File: src/rtl/parallel_out_bank.sv
// parallel_out_bank: memory-mapped multi-channel output registers with set/clear/toggle, timed pulses and readback
module parallel_out_bank #(
  parameter int WIDTH = 8,
  parameter int NCH = 4,
  parameter int AW = 8,
  parameter logic [AW-1:0] BASE = 8'hC0,
  parameter int CNTW = 8
) (
  input  logic                 clk,
  input  logic                 rst,
  input  logic                 EN,
  input  logic [AW-1:0]        Address,
  input  logic [WIDTH-1:0]     RegData,
  output logic [NCH*WIDTH-1:0] DataOut,
  output logic [WIDTH-1:0]     RdData,
  output logic [NCH-1:0]       Busy
);
  localparam int CHW = NCH > 1 ? $clog2(NCH) : 1;
  localparam logic [AW:0] SPAN = (AW+1)'(NCH * 8);
  typedef enum logic {IDLE, PULSE} st_t;
  logic [AW:0] off;
  logic hit;
  logic [CHW-1:0] ch;
  logic [2:0] op;
  logic [WIDTH-1:0] eff [NCH];
  assign off = {1'b0, Address} - {1'b0, BASE};
  assign hit = off < SPAN;
  assign ch = off[3 +: CHW];
  assign op = Address[2:0];
  for (genvar i = 0; i < NCH; i++) begin : g_ch
    st_t s, s_nx;
    logic [WIDTH-1:0] r, r_nx, m, m_nx;
    logic [CNTW-1:0] l, l_nx, c, c_nx;
    logic wr, go, ex;
    assign wr = EN && hit && ch == CHW'(i);
    assign go = wr && op == 3'd4 && l != '0;
    assign ex = s == PULSE && c <= CNTW'(1);
    always_comb begin
      r_nx = !wr ? r :
             op == 3'd0 ? RegData :
             op == 3'd1 ? r | RegData :
             op == 3'd2 ? r & ~RegData :
             op == 3'd3 ? r ^ RegData : r;
      s_nx = go ? PULSE : ex ? IDLE : s;
      m_nx = go ? RegData : ex ? '0 : m;
      c_nx = go ? l : s == PULSE ? (ex ? '0 : c - CNTW'(1)) : c;
      l_nx = wr && op == 3'd5 ? CNTW'(RegData) : l;
    end
    always_ff @(posedge clk or posedge rst)
      if (rst) begin
        s <= IDLE;
        r <= '0;
        m <= '0;
        l <= CNTW'(1);
        c <= '0;
      end else begin
        s <= s_nx;
        r <= r_nx;
        m <= m_nx;
        l <= l_nx;
        c <= c_nx;
      end
    assign eff[i] = r ^ m;
    assign DataOut[i*WIDTH +: WIDTH] = eff[i];
    assign Busy[i] = s == PULSE;
  end
  always_ff @(posedge clk or posedge rst)
    if (rst) RdData <= '0;
    else RdData <= hit ? eff[ch] : '0;
endmodule

File: config.mk
export PLATFORM = sky130hd
export DESIGN_NAME = parallel_out_bank
export DESIGN_NICKNAME = d
export VERILOG_FILES = /design/src/rtl/parallel_out_bank.sv
export SDC_FILE = /design/constraint.sdc
export NUM_CORES = 1
export LEC_CHECK = 0
export BUFFER_PORTS_ARGS = -buffer_cell sky130_fd_sc_hd__buf_2
export CORE_AREA = 2 2 151 153
export CTS_CLUSTER_SIZE = 16
export DETAILED_ROUTE_END_ITERATION = 10
export DIE_AREA = 0 0 153 155
export SYNTH_ARGS = -nofsm -noshare
export SYNTH_HDL_FRONTEND = slang
export SYNTH_SLANG_ARGS = --single-unit
File: constraint.sdc
create_clock -name clk -period 7.6 [get_ports clk]
set_clock_uncertainty 0.15 [all_clocks]
set_input_delay 2.28 -clock clk [delete_from_list [all_inputs] [get_ports clk]]
set_output_delay 2.28 -clock clk [all_outputs]
set_load 0.05 [all_outputs]
==> results.py, run 1 <==
metrics = {
    "outcome": {
        "outcome": "finished clean",
    },
    "sta": {
        "fmax_mhz": 226,
        "whs_ps": 382,
        "finalCriticalPeriod_ps": 4420,
        "setup-tns-final_ps": 0,
        "relSlewSlack_pct": 21.7,
        "tightest_slew_ps": 1180,
        "finalSetupViolCount": 0,
        "period_share_pct": 58.2,
        "rsz0062_at_grt": "no",
        "maxSlewViolCount": 0,
        "hold_viol_final": 0,
    },
    "placement": {
        "port_buffers": 62,
        "dpl.hpwl_um": 14400,
        "dp_cells": 1129,
        "gp_congestion": 0.743,
    },
    "route": {
        "dr.pass1.iters": 5,
        "ant_nets": 0,
        "vias": 6179,
        "wl_per_cell_um": 18.2,
        "wl_um": 21100,
        "drt-initial-drc-count": 414,
        "avgViaCountPerCell": 5.32,
        "drc": 0,
    },
    "critical_path": {
        "slowest_delay_ps": 830,
        "crit_cells": 4,
        "path_max_fanout": 66,
        "rr_endpoint": "g_ch[1].c[2]$_DFFE_PP0P_",
        "path_buf_inv": 1,
        "critPathLaunch": "Address[1]",
        "cp-start-kind": "input pin",
        "r2r-start": "g_ch[1].l[4]$_DFFE_PP0P_",
        "path_delay_family": "buffers and inverters",
        "rrSetupSlack_ps": 5180,
        "path_class": "in -> reg",
        "crit_path_end": "g_ch[1].c[2]$_DFFE_PP0P_",
        "r2r_cells": 3,
        "worst_setup_path_end_kind": "register",
        "cp.arrival_ps": 4590,
        "crit_slowest_cell": "buf_2",
        "cp_cell_sequence": "buf_2 -> or3b_4 -> a211o_1 -> mux2_2",
        "required_ps": 7770,
    },
    "floorplan": {
        "fp.dieW_um": 153,
        "fp.coreArea_um2": 22200,
        "io_pins": 63,
        "rows": 55,
        "dieHeight_um": 155,
        "die_area_um2": 23700,
        "start_util_pct": 38.9,
    },
    "run": {
        "max_cap_violations": 0,
    },
    "global_route": {
        "overflow": 0,
        "grt_max_degree": 77,
        "antenna_found_initial": 0,
        "grt_pass1_vias": 5973,
        "grt_pass1_wl_um": 33800,
        "grt_usage_pct": 18.5,
    },
    "clocking": {
        "numClockSinks": 140,
        "cts_buffers": 17,
        "cts.htree.levels": 4,
        "cts_resized": 0,
        "clk_transition_reported_paths_ps": 60,
        "clk_latency_ps": 430,
        "cts_tree": "built",
        "clockBufferDepth": 2,
        "root_buffer": "clkbuf_16",
        "post-cts-setup-buffers": 0,
        "cts_hold_buf": 0,
    },
    "yosys": {
        "yosys_warnings": 0,
        "synthDistinctLibCells": 63,
        "synth_seq_cells": 140,
        "synth_area_um2": 8650,
        "synthCells": 816,
        "async_flop_share_pct": 100,
        "synth_nets": 907,
        "yosysSeqAreaShare_pct": 40.6,
        "avgSynthCellArea_um2": 10.6,
        "synth-edff-count": 0,
        "synth_flop_cell": "dfrtp_1",
    },
    "final_layout": {
        "fin_util_pct": 43.8,
        "final_layout_size_suffix_gt1_share_pct": 26.5,
        "instances_no_fill": 1161,
        "diodes": 0,
        "area_growth_pct": 12.6,
        "fill_cells": 2103,
        "nets": 954,
    },
    "hold_path": {
        "hp-class": "reg -> reg",
    },
    "power_and_ir_drop": {
        "power_leakage_uw": 0.00481,
        "ir_drop_uv": 122,
        "power_density_nw_per_um2": 296,
    },
}
[report_power, final]
group	total, µW	internal, µW	leakage, µW	switching (µW)
Combinational	1030	360	0.00274	668
Clock	822	480	0.000263	341
Sequential	1040	894	0.00180	144
Total	2890	1730	0.00481	1150
[stage by stage]
stage               instance area (µm²)  power, µW  setup WS [ps]
CTS                                9740       2910           3190
finish                             9740       2890           3180
floorplan                          8650       1830           1420
global placement                   9170       2060           2750
detailed placement                 9170       2080           2730
global route                       9740       3060           2990
[worst min path at each step]
stage	startpoint	slack, ps	endpoint	cells after the start
5_1_grt	g_ch[2].l[7]$_DFFE_PP0P_	400	g_ch[2].c[7]$_DFFE_PP0P_	1
3_5_place_dp	g_ch[2].l[0]$_DFFE_PP1P_	370	g_ch[2].l[0]$_DFFE_PP1P_	2
3_3_place_gp	g_ch[2].l[0]$_DFFE_PP1P_	360	g_ch[2].l[0]$_DFFE_PP1P_	2
2_1_floorplan	g_ch[2].l[0]$_DFFE_PP1P_	330	g_ch[2].l[0]$_DFFE_PP1P_	2
4_1_cts	g_ch[2].l[0]$_DFFE_PP1P_	380	g_ch[2].l[0]$_DFFE_PP1P_	2
6_report	g_ch[2].l[0]$_DFFE_PP1P_	380	g_ch[2].l[0]$_DFFE_PP1P_	2
[cells in the mapped netlist, drive strengths merged (3+ instances only)]
library cell / number / area (µm²)
a211oi: 3 / 35.0
a21oi: 75 / 375
a22oi: 32 / 240
buf: 21 / 139
clkbuf: 18 / 68.8
dfrtp: 136 / 3400
dfstp: 4 / 105
ha: 72 / 901
inv: 60 / 225
mux2: 93 / 1050
mux2i: 41 / 410
mux4: 8 / 180
nand2: 81 / 304
nand2b: 4 / 25.0
nand3: 6 / 40.0
nand3b: 4 / 30.0
nand4: 3 / 18.8
nor2: 12 / 45.0
nor2b: 12 / 75.1
nor3: 8 / 40.0
nor4: 17 / 134
o21ai: 18 / 90.1
o31ai: 3 / 22.5
or2: 15 / 93.8
or3: 5 / 31.3
or3b: 4 / 37.5
or4: 3 / 22.5
xor2: 33 / 289
[worst register-to-register path, cell delays in order (launching register included)]
cell     delay, ps
dfrtp_1        400
nor4_1         530
a211o_1        820
mux2_2         420
[per-layer routing]
layer	up-vias	track usage [%]	routed length [µm]	share of wire [%]
met2	114	30.0	10100	48
met5	-	0	0	0
met4	0	5.16	269	1.3
met1	3077	25.3	9970	47
met3	21	3.76	763	3.6
li1	2967	-	-	-
[state kept, by name, indices dropped and copies added, names as in the netlist]
name / count
g_ch.s: 4
g_ch.r: 32
g_ch.m: 32
g_ch.l: 32
RdData: 8
g_ch.c: 32
[cells by family (layout without fill, tap and decap cells)]
group                      count (synthesis)  after routing  share of synthesized area, %
and+or+nand+nor                          183            183                          11.4
AOI/OAI and AO/OA                        147            147                          10.3
muxes                                    142            142                          19.0
DFF                                      140            140                          40.6
adders and majority gates                 72             72                          10.4
buffers and inverters                     99            159                          5.01
xor gates and xnor gates                  33             33                          3.34
[layout by cell type, fill, tap and decap left out, drive strengths merged, types with 2 or more instances in the layout]
| cell | count |
|---|---|
| dfrtp | 136 |
| mux2 | 93 |
| nand2 | 81 |
| a21oi | 75 |
| ha | 72 |
| buf | 67 |
| inv | 61 |
| mux2i | 41 |
| xor2 | 33 |
| a22oi | 32 |
| o21ai | 18 |
| clkbuf | 17 |
| nor4 | 17 |
| or2 | 15 |
| nor2b | 12 |
| nor2 | 12 |
| nor3 | 8 |
| mux4 | 8 |
| clkinvlp | 7 |
| nand3 | 6 |
| or3 | 5 |
| clkinv | 5 |
| nand3b | 4 |
| nand2b | 4 |
| dfstp | 4 |
| or3b | 4 |
| or4 | 3 |
| o31ai | 3 |
| nand4 | 3 |
| a211oi | 3 |
| and3 | 2 |
| o22ai | 2 |
| a21o | 2 |
| bufinv | 2 |
| nor4b | 2 |
[area by class of cell]
| type | instances | area (µm²) | area share, % |
|---|---|---|---|
| clock buffers | 17 | 425 | 4.37 |
| inverters | 60 | 230 | 2.36 |
| flip-flops and latches | 140 | 3510 | 36.0 |
| multi-input cells | 577 | 4720 | 48.5 |
| well taps | 285 | 357 | 3.66 |
| repair buffers | 67 | 348 | 3.57 |
| clock inverters | 15 | 150 | 1.54 |
No activity file was read; power rests on OpenSTA's default activity.
==> run 2, diff against run 1 <==
- clock period: 7.6 -> 4.5 ns (I/O delays scaled with it)
==> results.py, run 2 (same netlist as run 1, synthesis figures left out) <==
metrics = {
    "power_and_ir_drop": {
        "power_density_nw_per_um2": 500,
        "power_frac_clock_pct": 28.6,
        "ir_drop_uv": 242,
        "p_seq_share_pct": 35.8,
        "p_sw_uw": 1940,
        "power_leakage_uw": 0.00486,
        "p_int_uw": 2970,
        "pwr-share-comb_pct": 35.5,
        "switching_share_pct": 39.6,
    },
    "placement": {
        "port_buffers": 62,
        "gp_congestion": 0.758,
        "dpl.hpwl_um": 14600,
    },
    "critical_path": {
        "path_max_fanout": 17,
        "path_class": "in -> reg",
        "crit_slowest_cell": "a211o_1",
        "path_buf_inv": 2,
        "worst_setup_path_end_kind": "register",
        "cp.arrival_ps": 3420,
        "r2r_cells": 3,
        "crit_cells": 5,
        "cp-start-kind": "input pin",
        "slowest_delay_ps": 650,
        "required_ps": 4660,
        "path_delay_family": "buffers and inverters",
        "cp_cell_sequence": "buf_2 -> inv_1 -> nand3_1 -> a211o_1 -> mux2_4",
    },
    "final_layout": {
        "layout_commonest_cell": "dfrtp_1",
        "final_layout_size_suffix_gt1_share_pct": 26.8,
        "nets": 961,
        "diodes": 0,
        "mostFrequentLayoutCells": "dfrtp_1, mux2_2, nand2_1, a21oi_1, ha_1",
        "area_growth_pct": 13.5,
    },
    "route": {
        "vias": 6240,
        "dr_wl_met2_um": 10300,
        "m1WireLength_um": 10500,
        "wl_um": 21800,
        "top_layer": "met4",
        "drc": 0,
        "avgViaCountPerCell": 5.34,
        "wl_per_cell_um": 18.7,
        "ant_nets": 0,
        "wl_met3_um": 886,
        "dr.pass1.iters": 5,
        "drt-initial-drc-count": 374,
    },
    "global_route": {
        "grt_max_degree": 66,
        "grt_usage_pct": 18.8,
        "grt_pass1_wl_um": 34700,
        "antenna_found_initial": 1,
        "grt_pass1_vias": 6167,
        "overflow": 0,
    },
    "floorplan": {
        "die_area_um2": 23700,
        "rows": 55,
        "dieHeight_um": 155,
        "fp.coreArea_um2": 22200,
        "fp.dieW_um": 153,
        "io_pins": 63,
        "start_util_pct": 38.9,
    },
    "clocking": {
        "clk_transition_reported_paths_ps": 60,
        "clockBufferDepth": 2,
        "cts_resized": 0,
        "cts_hold_buf": 0,
        "numClockSinks": 140,
        "cts_buffers": 17,
        "post-cts-setup-buffers": 0,
        "root_buffer": "clkbuf_16",
        "clk_latency_ps": 420,
        "cts_tree": "built",
        "cts.htree.levels": 4,
    },
    "sta": {
        "finalCriticalPeriod_ps": 3260,
        "fmax_mhz": 307,
        "setup-tns-final_ps": 0,
        "whs_ps": 379,
        "tightest_slew_ps": 950,
        "hold_viol_final": 0,
        "maxSlewViolCount": 0,
        "rsz0062_at_grt": "no",
        "period_share_pct": 72.5,
        "relSlewSlack_pct": 36.2,
        "finalSetupViolCount": 0,
    },
    "outcome": {
        "outcome": "finished clean",
    },
    "hold_path": {
        "hp-class": "reg -> reg",
        "holdPathStages": 2,
    },
    "run": {
        "max_cap_violations": 0,
    },
}
==> run 2: routing by layer <==
layer | vias up | track usage [%]
met5 | - | 0
met4 | 0 | 4.23
met3 | 17 | 3.82
met2 | 109 | 30.4
met1 | 3129 | 26.1
li1 | 2985 | -
==> run 2: path summary, 6_finish.rpt <==
kind | startpoint | end | slack, ps
min in group asynchronous | rst | g_ch[3].c[6]$_DFFE_PP0P_ | 920
hold reg to reg | g_ch[2].l[0]$_DFFE_PP1P_ | g_ch[2].l[0]$_DFFE_PP1P_ | 380
setup / recovery | Address[4] | g_ch[1].c[0]$_DFFE_PP0P_ | 1240
hold / removal | g_ch[2].l[0]$_DFFE_PP1P_ | g_ch[2].l[0]$_DFFE_PP1P_ | 380
max in group asynchronous | rst | g_ch[0].l[0]$_DFFE_PP1P_ | 2510
setup reg to reg | g_ch[1].l[4]$_DFFE_PP0P_ | g_ch[1].c[4]$_DFFE_PP0P_ | 2170
==> run 2: power by group through the flow <==
stage | clock network (µW) | registers, µW | logic, µW
floorplan | 0 | 1730 | 1370
global placement | 0 | 1760 | 1720
detailed placement | 0 | 1770 | 1750
CTS | 1430 | 1750 | 1760
global route | 1480 | 1800 | 1900
finish | 1400 | 1760 | 1740
==> run 2: final cells by class <==
class,count,area (µm²)
Clock buffer,21,460
Clock inverter,11,120
Fill cell,2098,12400
Inverter,60,229
Multi-Input combinational cell,577,4710
Sequential cell,140,3510
Tap cell,285,357
Timing Repair Buffer,74,425
==> run 2: stage by stage <==
step	utilization, %	setup WS [ps]	std cells	area (µm²)	power (µW)
after floorplan	-	1250	816	8650	3100
after global placement	41.5	839	1136	9230	3480
after detailed placement	41.5	783	1136	9230	3530
after CTS	44.2	1230	1168	9810	4940
after global routing	44.2	1060	1168	9810	5180
final	44.2	1240	1168	9810	4910
==> run 2: worst register-to-register path, stage by stage, from the launching register on <==
cell and delay [ps]:
dfrtp_1 400, nor4_1 420, a211o_1 830, mux2_2 420
